File: src/rtl/alu_pkg.sv
// Shared encodings for the ALU arbiter slice: ALU_Op / alu_cmd codes and
// the arbiter FSM state type.
package alu_pkg;

    localparam logic [1:0] OP_LOGIC = 2'b00;
    localparam logic [1:0] OP_DEC   = 2'b01;
    localparam logic [1:0] OP_INC   = 2'b10;
    localparam logic [1:0] OP_SUB   = 2'b11;

    localparam logic [2:0] CMD_SHL  = 3'b001;
    localparam logic [2:0] CMD_SHR  = 3'b010;
    localparam logic [2:0] CMD_AND  = 3'b011;
    localparam logic [2:0] CMD_OR   = 3'b100;
    localparam logic [2:0] CMD_XOR  = 3'b101;
    localparam logic [2:0] CMD_CLR  = 3'b110;
    localparam logic [2:0] CMD_PAR  = 3'b111;

    typedef enum logic [1:0] {
        ST_IDLE = 2'b00,
        ST_EXEC = 2'b01,
        ST_RESP = 2'b10
    } state_t;

endpackage

File: src/rtl/alu_arbiter_if.sv
// Two-port request/response bus of the ALU arbiter. The master side issues
// ALU requests and accepts responses; the slave side is the arbiter.
interface alu_arbiter_if;

    logic [1:0]      req_valid;
    logic [1:0]      req_ready;
    logic [1:0][1:0] req_op;
    logic [1:0][2:0] req_cmd;
    logic [1:0][7:0] req_a;
    logic [1:0][7:0] req_b;
    logic [1:0]      rsp_valid;
    logic [1:0]      rsp_ready;
    logic [7:0]      rsp_data;
    logic            rsp_zero;
    logic            busy;

    modport master (
        output req_valid, req_op, req_cmd, req_a, req_b, rsp_ready,
        input  req_ready, rsp_valid, rsp_data, rsp_zero, busy
    );

    modport slave (
        input  req_valid, req_op, req_cmd, req_a, req_b, rsp_ready,
        output req_ready, rsp_valid, rsp_data, rsp_zero, busy
    );

endinterface

File: src/rtl/alu.sv
// Team ALU: purely combinational. Logic/shift group selected by alu_cmd when
// alu_op is 00, otherwise decrement, increment or subtract; all mod 256.
module alu
    import alu_pkg::*;
(
    input  logic [1:0] alu_op,
    input  logic [2:0] alu_cmd,
    input  logic [7:0] in_a,
    input  logic [7:0] in_b,
    output logic [7:0] rslt,
    output logic       zero
);

    // Result select; unused command codes produce zero.
    always_comb begin
        rslt = 8'h00;
        case (alu_op)
            OP_LOGIC: begin
                case (alu_cmd)
                    CMD_SHL: rslt = in_a << in_b;
                    CMD_SHR: rslt = in_a >> in_b;
                    CMD_AND: rslt = in_a & in_b;
                    CMD_OR:  rslt = in_a | in_b;
                    CMD_XOR: rslt = in_a ^ in_b;
                    CMD_CLR: rslt = 8'h00;
                    CMD_PAR: rslt = {7'd0, ^in_b};
                    default: rslt = 8'h00;
                endcase
            end
            OP_DEC:  rslt = in_a - 8'd1;
            OP_INC:  rslt = in_a + 8'd1;
            OP_SUB:  rslt = in_a - in_b;
            default: rslt = 8'h00;
        endcase
    end

    assign zero = (rslt == 8'h00);

endmodule

File: src/rtl/alu_arbiter.sv
// Two-port arbiter in front of a single shared ALU. One transaction at a
// time: IDLE accepts the winning request, EXEC registers the ALU result,
// RESP presents it to the owning port until that port takes it.
module alu_arbiter
    import alu_pkg::*;
#(
    parameter bit RR_EN = 1'b1
) (
    input  logic         clk,
    input  logic         reset,
    alu_arbiter_if.slave bus
);

    state_t     state_q, state_d;
    logic       prio_q, prio_d;
    logic       id_q, id_d;
    logic [1:0] op_q, op_d;
    logic [2:0] cmd_q, cmd_d;
    logic [7:0] a_q, a_d;
    logic [7:0] b_q, b_d;
    logic [7:0] rsp_data_q, rsp_data_d;
    logic       rsp_zero_q, rsp_zero_d;

    logic       winner;
    logic [1:0] req_ready_c;
    logic [1:0] rsp_valid_c;
    logic [7:0] alu_rslt;
    logic       alu_zero;

    alu u_alu (
        .alu_op  (op_q),
        .alu_cmd (cmd_q),
        .in_a    (a_q),
        .in_b    (b_q),
        .rslt    (alu_rslt),
        .zero    (alu_zero)
    );

    // Pick the winner: a lone requester wins, a tie goes to prio or port 0.
    always_comb begin
        winner = 1'b0;
        if (bus.req_valid == 2'b11) begin
            winner = RR_EN ? prio_q : 1'b0;
        end else if (bus.req_valid[1]) begin
            winner = 1'b1;
        end
    end

    // Next-state, capture and handshake outputs of the transaction FSM.
    always_comb begin
        state_d     = state_q;
        prio_d      = prio_q;
        id_d        = id_q;
        op_d        = op_q;
        cmd_d       = cmd_q;
        a_d         = a_q;
        b_d         = b_q;
        rsp_data_d  = rsp_data_q;
        rsp_zero_d  = rsp_zero_q;
        req_ready_c = 2'b00;
        rsp_valid_c = 2'b00;
        case (state_q)
            ST_IDLE: begin
                if ((|bus.req_valid) && !reset) begin
                    req_ready_c[winner] = 1'b1;
                    id_d    = winner;
                    op_d    = bus.req_op[winner];
                    cmd_d   = bus.req_cmd[winner];
                    a_d     = bus.req_a[winner];
                    b_d     = bus.req_b[winner];
                    state_d = ST_EXEC;
                end
            end
            ST_EXEC: begin
                rsp_data_d = alu_rslt;
                rsp_zero_d = alu_zero;
                state_d    = ST_RESP;
            end
            ST_RESP: begin
                rsp_valid_c[id_q] = 1'b1;
                if (bus.rsp_ready[id_q]) begin
                    state_d = ST_IDLE;
                    if (RR_EN) begin
                        prio_d = ~prio_q;
                    end
                end
            end
            default: state_d = ST_IDLE;
        endcase
    end

    // State and datapath registers; reset aborts any transaction in flight.
    always_ff @(posedge clk) begin
        if (reset) begin
            state_q    <= ST_IDLE;
            prio_q     <= 1'b0;
            id_q       <= 1'b0;
            op_q       <= 2'b00;
            cmd_q      <= 3'b000;
            a_q        <= 8'h00;
            b_q        <= 8'h00;
            rsp_data_q <= 8'h00;
            rsp_zero_q <= 1'b0;
        end else begin
            state_q    <= state_d;
            prio_q     <= prio_d;
            id_q       <= id_d;
            op_q       <= op_d;
            cmd_q      <= cmd_d;
            a_q        <= a_d;
            b_q        <= b_d;
            rsp_data_q <= rsp_data_d;
            rsp_zero_q <= rsp_zero_d;
        end
    end

    assign bus.req_ready = req_ready_c;
    assign bus.rsp_valid = rsp_valid_c;
    assign bus.rsp_data  = rsp_data_q;
    assign bus.rsp_zero  = rsp_zero_q;
    assign bus.busy      = (state_q != ST_IDLE);

endmodule
File: src/flat_wrapper.sv
// flat-port wrapper written by rule: the top's interface ports become plain ports
module alu_arbiter_flat import alu_pkg::*;
#(
    parameter bit RR_EN = 1'b1
)
  (clk, reset, bus_req_valid, bus_req_op, bus_req_cmd, bus_req_a, bus_req_b, bus_rsp_ready, bus_req_ready, bus_rsp_valid, bus_rsp_data, bus_rsp_zero, bus_busy);
  alu_arbiter_if bus_i ();
  input  logic clk;
  input  logic reset;
  input wire logic [$bits(bus_i.req_valid)-1:0] bus_req_valid;
  input wire logic [$bits(bus_i.req_op)-1:0] bus_req_op;
  input wire logic [$bits(bus_i.req_cmd)-1:0] bus_req_cmd;
  input wire logic [$bits(bus_i.req_a)-1:0] bus_req_a;
  input wire logic [$bits(bus_i.req_b)-1:0] bus_req_b;
  input wire logic [$bits(bus_i.rsp_ready)-1:0] bus_rsp_ready;
  output wire logic [$bits(bus_i.req_ready)-1:0] bus_req_ready;
  output wire logic [$bits(bus_i.rsp_valid)-1:0] bus_rsp_valid;
  output wire logic [$bits(bus_i.rsp_data)-1:0] bus_rsp_data;
  output wire logic [$bits(bus_i.rsp_zero)-1:0] bus_rsp_zero;
  output wire logic [$bits(bus_i.busy)-1:0] bus_busy;
  assign bus_i.req_valid = bus_req_valid;
  assign bus_i.req_op = bus_req_op;
  assign bus_i.req_cmd = bus_req_cmd;
  assign bus_i.req_a = bus_req_a;
  assign bus_i.req_b = bus_req_b;
  assign bus_i.rsp_ready = bus_rsp_ready;
  assign bus_req_ready = bus_i.req_ready;
  assign bus_rsp_valid = bus_i.rsp_valid;
  assign bus_rsp_data = bus_i.rsp_data;
  assign bus_rsp_zero = bus_i.rsp_zero;
  assign bus_busy = bus_i.busy;
  alu_arbiter #(.RR_EN(RR_EN)) u_core (.clk(clk), .reset(reset), .bus(bus_i));
endmodule
File: config.mk
export PLATFORM = sky130hd
export DESIGN_NAME = alu_arbiter_flat
export DESIGN_NICKNAME = d
export VERILOG_FILES = /design/src/rtl/alu_pkg.sv /design/src/rtl/alu_arbiter_if.sv /design/src/rtl/alu.sv /design/src/rtl/alu_arbiter.sv /design/src/flat_wrapper.sv
export SDC_FILE = /design/constraint.sdc
export NUM_CORES = 1
export LEC_CHECK = 0
export ABC_AREA = 1
export BUFFER_PORTS_ARGS = -buffer_cell sky130_fd_sc_hd__buf_2
export CAP_MARGIN = 20
export CELL_PAD_IN_SITES_DETAIL_PLACEMENT = 1
export CELL_PAD_IN_SITES_GLOBAL_PLACEMENT = 1
export CORE_MARGIN = 2
export CORE_UTILIZATION = 25
export DETAILED_ROUTE_END_ITERATION = 10
export GPL_TIMING_DRIVEN = 0
export PLACE_DENSITY_LB_ADDON = 0.2
export RECOVER_POWER = 25
export SYNTH_ARGS = -nofsm -noshare
export SYNTH_HDL_FRONTEND = slang
export SYNTH_SLANG_ARGS = --single-unit
File: constraint.sdc
create_clock -name clk -period 3.1 [get_ports clk]
set_input_delay 0.155 -clock clk [delete_from_list [all_inputs] [get_ports clk]]
set_output_delay 0.155 -clock clk [all_outputs]
set_load 0.05 [all_outputs]
==> results of run 1 <==
[worst reg2reg max path, delay by kind of cell, from the launching register on]
| kind | cells | cell delay [ns] |
|---|---|---|
| xor gates and xnor gates | 1 | 0.21 |
| AOI/OAI and AO/OA | 3 | 0.56 |
| buffers and inverters | 2 | 0.47 |
| and+or+nand+nor | 6 | 0.60 |
| adders and majority gates | 1 | 0.52 |
| DFF | 1 | 0.33 |
[layout by cell type, fill, tap and decap left out, types with 4 or more instances in the layout]
cell / count
inv_2: 8
clkbuf_1: 15
nor2_2: 4
buf_2: 61
nand3b_1: 5
buf_4: 5
ha_1: 27
a22oi_1: 8
nand3_1: 52
nand2_1: 143
clkbuf_16: 5
a31oi_1: 14
a21oi_1: 28
dfxtp_1: 34
nand4_1: 18
o21ai_0: 15
nor2_1: 36
inv_1: 41
o211ai_1: 6
[registers in the layout, summed over array words and instances (netlist names)]
register,flops
u_core.bus.rsp_zero,1
u_core.op_q,2
u_core.prio_q,1
u_core.b_q,8
u_core.state_q,2
u_core.id_q,1
u_core.bus.rsp_data,8
u_core.a_q,8
u_core.cmd_q,3
[path summary, 6_finish.rpt]
kind	to	cells after the start	from	slack (ns)
worst max-delay path	u_core.bus.rsp_zero	13	u_core.b_q[1]	0.34
worst min-delay path	u_core.b_q[3]	3	bus_req_b[3]	0.12
worst max register to register	u_core.bus.rsp_zero	13	u_core.b_q[1]	0.34
worst min register to register	u_core.bus.rsp_zero	2	u_core.bus.rsp_zero	0.47
[metrics by stage]
| stage | setup slack [ns] | cells |
|---|---|---|
| CTS | 0.303 | 689 |
| global route | 0.0628 | 689 |
| detailed placement | 0.328 | 681 |
| floorplan | 0.994 | 477 |
| global placement | 0.398 | 681 |
| finish | 0.339 | 689 |
[per-layer routing]
metal	global-route usage	vias to the layer above	share of wire
li1	-	1744	-
met1	0.234	1621	0.46
met2	0.325	55	0.49
met3	0.0252	12	0.030
met4	0.0480	0	0.017
met5	0	-	0
[logic make-up (layout without fill, tap and decap cells)]
group	Yosys count	in the layout	share of synthesized area
simple gates	264	264	0.386
compound gates	78	78	0.155
buf+inv	70	139	0.101
flops	34	34	0.229
fa+ha+maj	28	28	0.120
xor+xnor	3	3	0.00883
[final cells by class]
type / instances / area [sq um] / share of cell area
well taps: 143 / 179 / 0.0492
inverters: 49 / 184 / 0.0506
flip-flops and latches: 34 / 681 / 0.187
multi-input cells: 373 / 1990 / 0.547
plain buffers: 21 / 118 / 0.0323
repair buffers: 61 / 293 / 0.0805
clock inverters: 3 / 68.8 / 0.0189
clock buffers: 5 / 125 / 0.0344
[power by group through the flow]
stage / clock network (mW) / registers, mW / logic (mW)
final: 0.666 / 0.516 / 0.553
after floorplan: 0 / 0.552 / 0.352
after global placement: 0 / 0.524 / 0.546
after CTS: 0.676 / 0.516 / 0.562
after global routing: 0.700 / 0.522 / 0.626
after detailed placement: 0 / 0.526 / 0.558
==> impl_metrics.ini, run 1 <==
[logic_synthesis]
async_flop_share = 0
seq_area_frac_synth = 0.229
postSynthCellCount = 477
synth-edff-count = 0
ys_types = 31
yosys_warnings = 0
syn_avg_cell_area_sq_um = 6.24
synthFlopType = dfxtp_1
synth_top_cells_by_area = dfxtp_1 23%, nand2_1 18%, ha_1 11%, nand3_1 8.7%, inv_1 5.2%
yosysTopAreaCellShare = 0.229
synthesis.nets = 553
synth_top_cells_by_count = 143 x nand2_1, 52 x nand3_1, 41 x inv_1
synth.most_common_cell = nand2_1
syn-cell-area_sq_mm = 0.00298
yosysTopAreaCell = dfxtp_1
synth_seq_cells = 34

[timing]
fin_worst_skew_ns = 0.00750
setup_viol = 0
whs_ns = 0.119
relSlewSlack = 0.603
grt_setup_unrepaired = no
period_share = 0.891
slew_violations = 0
tns_ns = 0
fin_crit_ns = 2.76
tightest_slew_ns = 0.598
fmax_ghz = 0.362
hold_violations = 0

[layout]
final_area_sq_mm = 0.00364
synthToLayoutAreaGrowth_pct = 22.3
drive_gt1_frac = 0.167
fin_util = 0.316
diodes = 0
nets = 621
fill_cells = 1521

[detailed_routing]
drt-total-wl_um = 11200
drt_iter0_drc = 118
routed_via_density = 4.98
postRouteAntennaNets = 0
drc = 0
drt_pass1_iterations = 4
routed-via-count = 3432
wl_per_cell_um = 16.3

[clock_network]
ctsHtreeMaxLevel = 2
root_buffer = clkbuf_16
insertion_delay_ns = 0.28
hold_buffers = 0
clockBufferDepth = 2
tritoncts = built
cts_sinks = 34
cts_buffers = 5
cts_resized = 0
clkTransAtPathRegs_ns = 0.06
post_cts_buffers = 0

[floorplanning]
dieWidth_um = 113
die-height_um = 113
initial_core_util = 0.258
io_pins = 62
rows = 39
core_sq_mm = 0.0115
dieArea_sq_mm = 0.0128

[hold_path]
hp-class = input port to register

[power]
combPwrFrac = 0.319
peakVddDrop_mv = 0.285
intPower_mw = 1.11
total_power_mw = 1.74
cellLeakagePower_nw = 1.72
p_sw_uw = 622
sw_frac_of_total = 0.358
seq_power_share = 0.298
clkPwrFrac = 0.384
powerDensity_mw_per_mm2 = 477

[global_routing]
grt_pass1_vias = 3621
antenna_found_initial = 0
grtUsageTotal = 0.184
grt_start_max_net_pins = 13
grt-ovfl-total = 0
grt_pass1_wl_um = 18600

[worst_setup_path]
critPathRequiredTime_ns = 3.31
path_class = register to register
crit_arrival_ns = 2.98
cp_slowest_stage_delay_ns = 0.52
end_kind = register
crit_path_max_fanout = 10
cp_slowest_cell = fa_1
cp-start-kind = register
cp_top_family = simple AND/OR/NAND/NOR gates
path_cells = buf_4, buf_2, o21ai_0, fa_1, nand3_1, nand2_1, xnor2_1, nor2_1, a21oi_1, nand2_1, nor2_1, nand3_1, a21oi_1
path_buf_inv = 2

[status]
status = finished clean

[placement]
place_hpwl_um = 9070
placed_area_sq_mm = 0.00346
gp_congestion = 0.879
io_buffers = 61

[run]
maxCapViolCount = 0
Note: power is estimated with default switching activity, not from simulation.
==> inputs of run 2 (changes only) <==
Settings changed: REMOVE_ABC_BUFFERS set to 1.
Clock period 3.1 ns to 3.4 ns, I/O delays scaled along.
==> impl_metrics.ini, run 2 (same netlist as run 1, synthesis figures left out) <==
[status]
status = finished clean

[worst_setup_path]
end_kind = register
crit_start = u_core.b_q[0]
cp-start-kind = register
crit_path_max_fanout = 15
path_class = register to register
crit_arrival_ns = 3.16
critical_path.reg2reg.startpoint = u_core.b_q[0]
critPathRequiredTime_ns = 3.61

[placement]
io_buffers = 61
pre_cts_ws_ns = 0.419
gp_congestion = 0.902
place_hpwl_um = 7840
dp_cells = 660

[hold_path]
hold_start = bus_req_a[5]
hp-class = input port to register

[detailed_routing]
wl_met3_um = 243
wl_met1_um = 4840
wl_per_cell_um = 14.8
drt_pass1_iterations = 4
drt_iter0_drc = 172
drc = 0
wl_met2_um = 4630
routed_via_density = 4.95
postRouteAntennaNets = 0
drt-total-wl_um = 9890
routed.top_layer = met4
routed-via-count = 3309

[floorplanning]
rows = 39
core_sq_mm = 0.0115
dieArea_sq_mm = 0.0128
io_pins = 62
die-height_um = 113
initial_core_util = 0.258
dieWidth_um = 113

[global_routing]
grtUsageTotal = 0.160
grt_pass1_vias = 3447
antenna_found_initial = 0
grt_start_max_net_pins = 31
grt-ovfl-total = 0
grt_pass1_wl_um = 16700

[timing]
fmax_ghz = 0.338
relSlewSlack = 0.417
period_share = 0.869
hold_violations = 0
slew_violations = 0
tns_ns = 0
setup_viol = 0
tightest_slew_ns = 0.873
fin_worst_skew_ns = 0.00533
fin_crit_ns = 2.96
grt_setup_unrepaired = no
final.setup.worst_slack_ns = 0.445

[power]
sw_frac_of_total = 0.382
total_power_mw = 1.41
p_sw_uw = 538
intPower_uw = 872
clkPwrFrac = 0.331
combPwrFrac = 0.326
powerDensity_mw_per_mm2 = 405
cellLeakagePower_nw = 1.62
peakVddDrop_mv = 0.195
seq_power_share = 0.343

[layout]
multi_input_area_sq_mm = 0.00199
final-seq-area_sq_um = 681
mostFrequentLayoutCell = nand2_1
synthToLayoutAreaGrowth_pct = 16.9
final_cell_mix = 143 x nand2_1, 52 x nand3_1, 52 x buf_2
drive_gt1_frac = 0.145
layout.cells.non_filler = 668
diodes = 0
fill_cells = 1513
nets = 600

[clock_network]
clockBufferDepth = 2
cts_resized = 0
root_buffer = clkbuf_16
post_cts_buffers = 0
hold_buffers = 0
tritoncts = built
insertion_delay_ns = 0.28
cts_sinks = 34
ctsHtreeMaxLevel = 2
cts_buffers = 5
clkTransAtPathRegs_ns = 0.06

[run]
maxCapViolCount = 0
[run 2: metal layers]
layer	up-vias	track usage
li1	1690	-
met3	13	0.0161
met1	1546	0.212
met4	0	0.0488
met2	60	0.276
met5	-	0
[run 2: final cells by class]
class | count | area share
multi-input cells | 373 | 0.573
well taps | 143 | 0.0514
flip-flops and latches | 34 | 0.196
clock buffers | 7 | 0.0410
repair buffers | 61 | 0.0845
inverters | 49 | 0.0529
clock inverters | 1 | 0.00144
[run 2: final timing paths]
check / to / slack [ns] / cells past startpoint
worst max-delay path: u_core.bus.rsp_zero / 0.44 / 14
worst min-delay path: u_core.a_q[5] / 0.14 / 3
worst max register to register: u_core.bus.rsp_zero / 0.44 / 14
worst min register to register: u_core.bus.rsp_zero / 0.47 / 2
[run 2: power groups by stage]
stage | Sequential, mW | Clock [mW] | Combinational (mW)
after floorplan | 0.513 | 0 | 0.293
final | 0.484 | 0.467 | 0.459
after global routing | 0.491 | 0.498 | 0.524
after global placement | 0.491 | 0 | 0.457
after CTS | 0.484 | 0.480 | 0.468
after detailed placement | 0.493 | 0 | 0.465
[run 2: per-stage QoR]
step                       util  cell area, sq um  hold WS [ns]
after floorplan               -              2860         0.239
after global placement    0.290              3340         0.424
after detailed placement  0.290              3340         0.434
after CTS                 0.303              3490         0.137
after global routing      0.302              3480         0.146
final                     0.302              3480         0.139
[run 2: critical path, stage by stage (launching register included)]
cell and delay [ns]:
dfxtp_1 0.71, inv_2 0.26, nand3_1 0.16, ha_1 0.16, inv_1 0.05, fa_1 0.42, nand3_1 0.11, nand2_1 0.06
xnor2_1 0.19, nor2_1 0.06, a21oi_1 0.20, nand2_1 0.08, nor2_1 0.15, nand3_1 0.11, a21oi_1 0.14
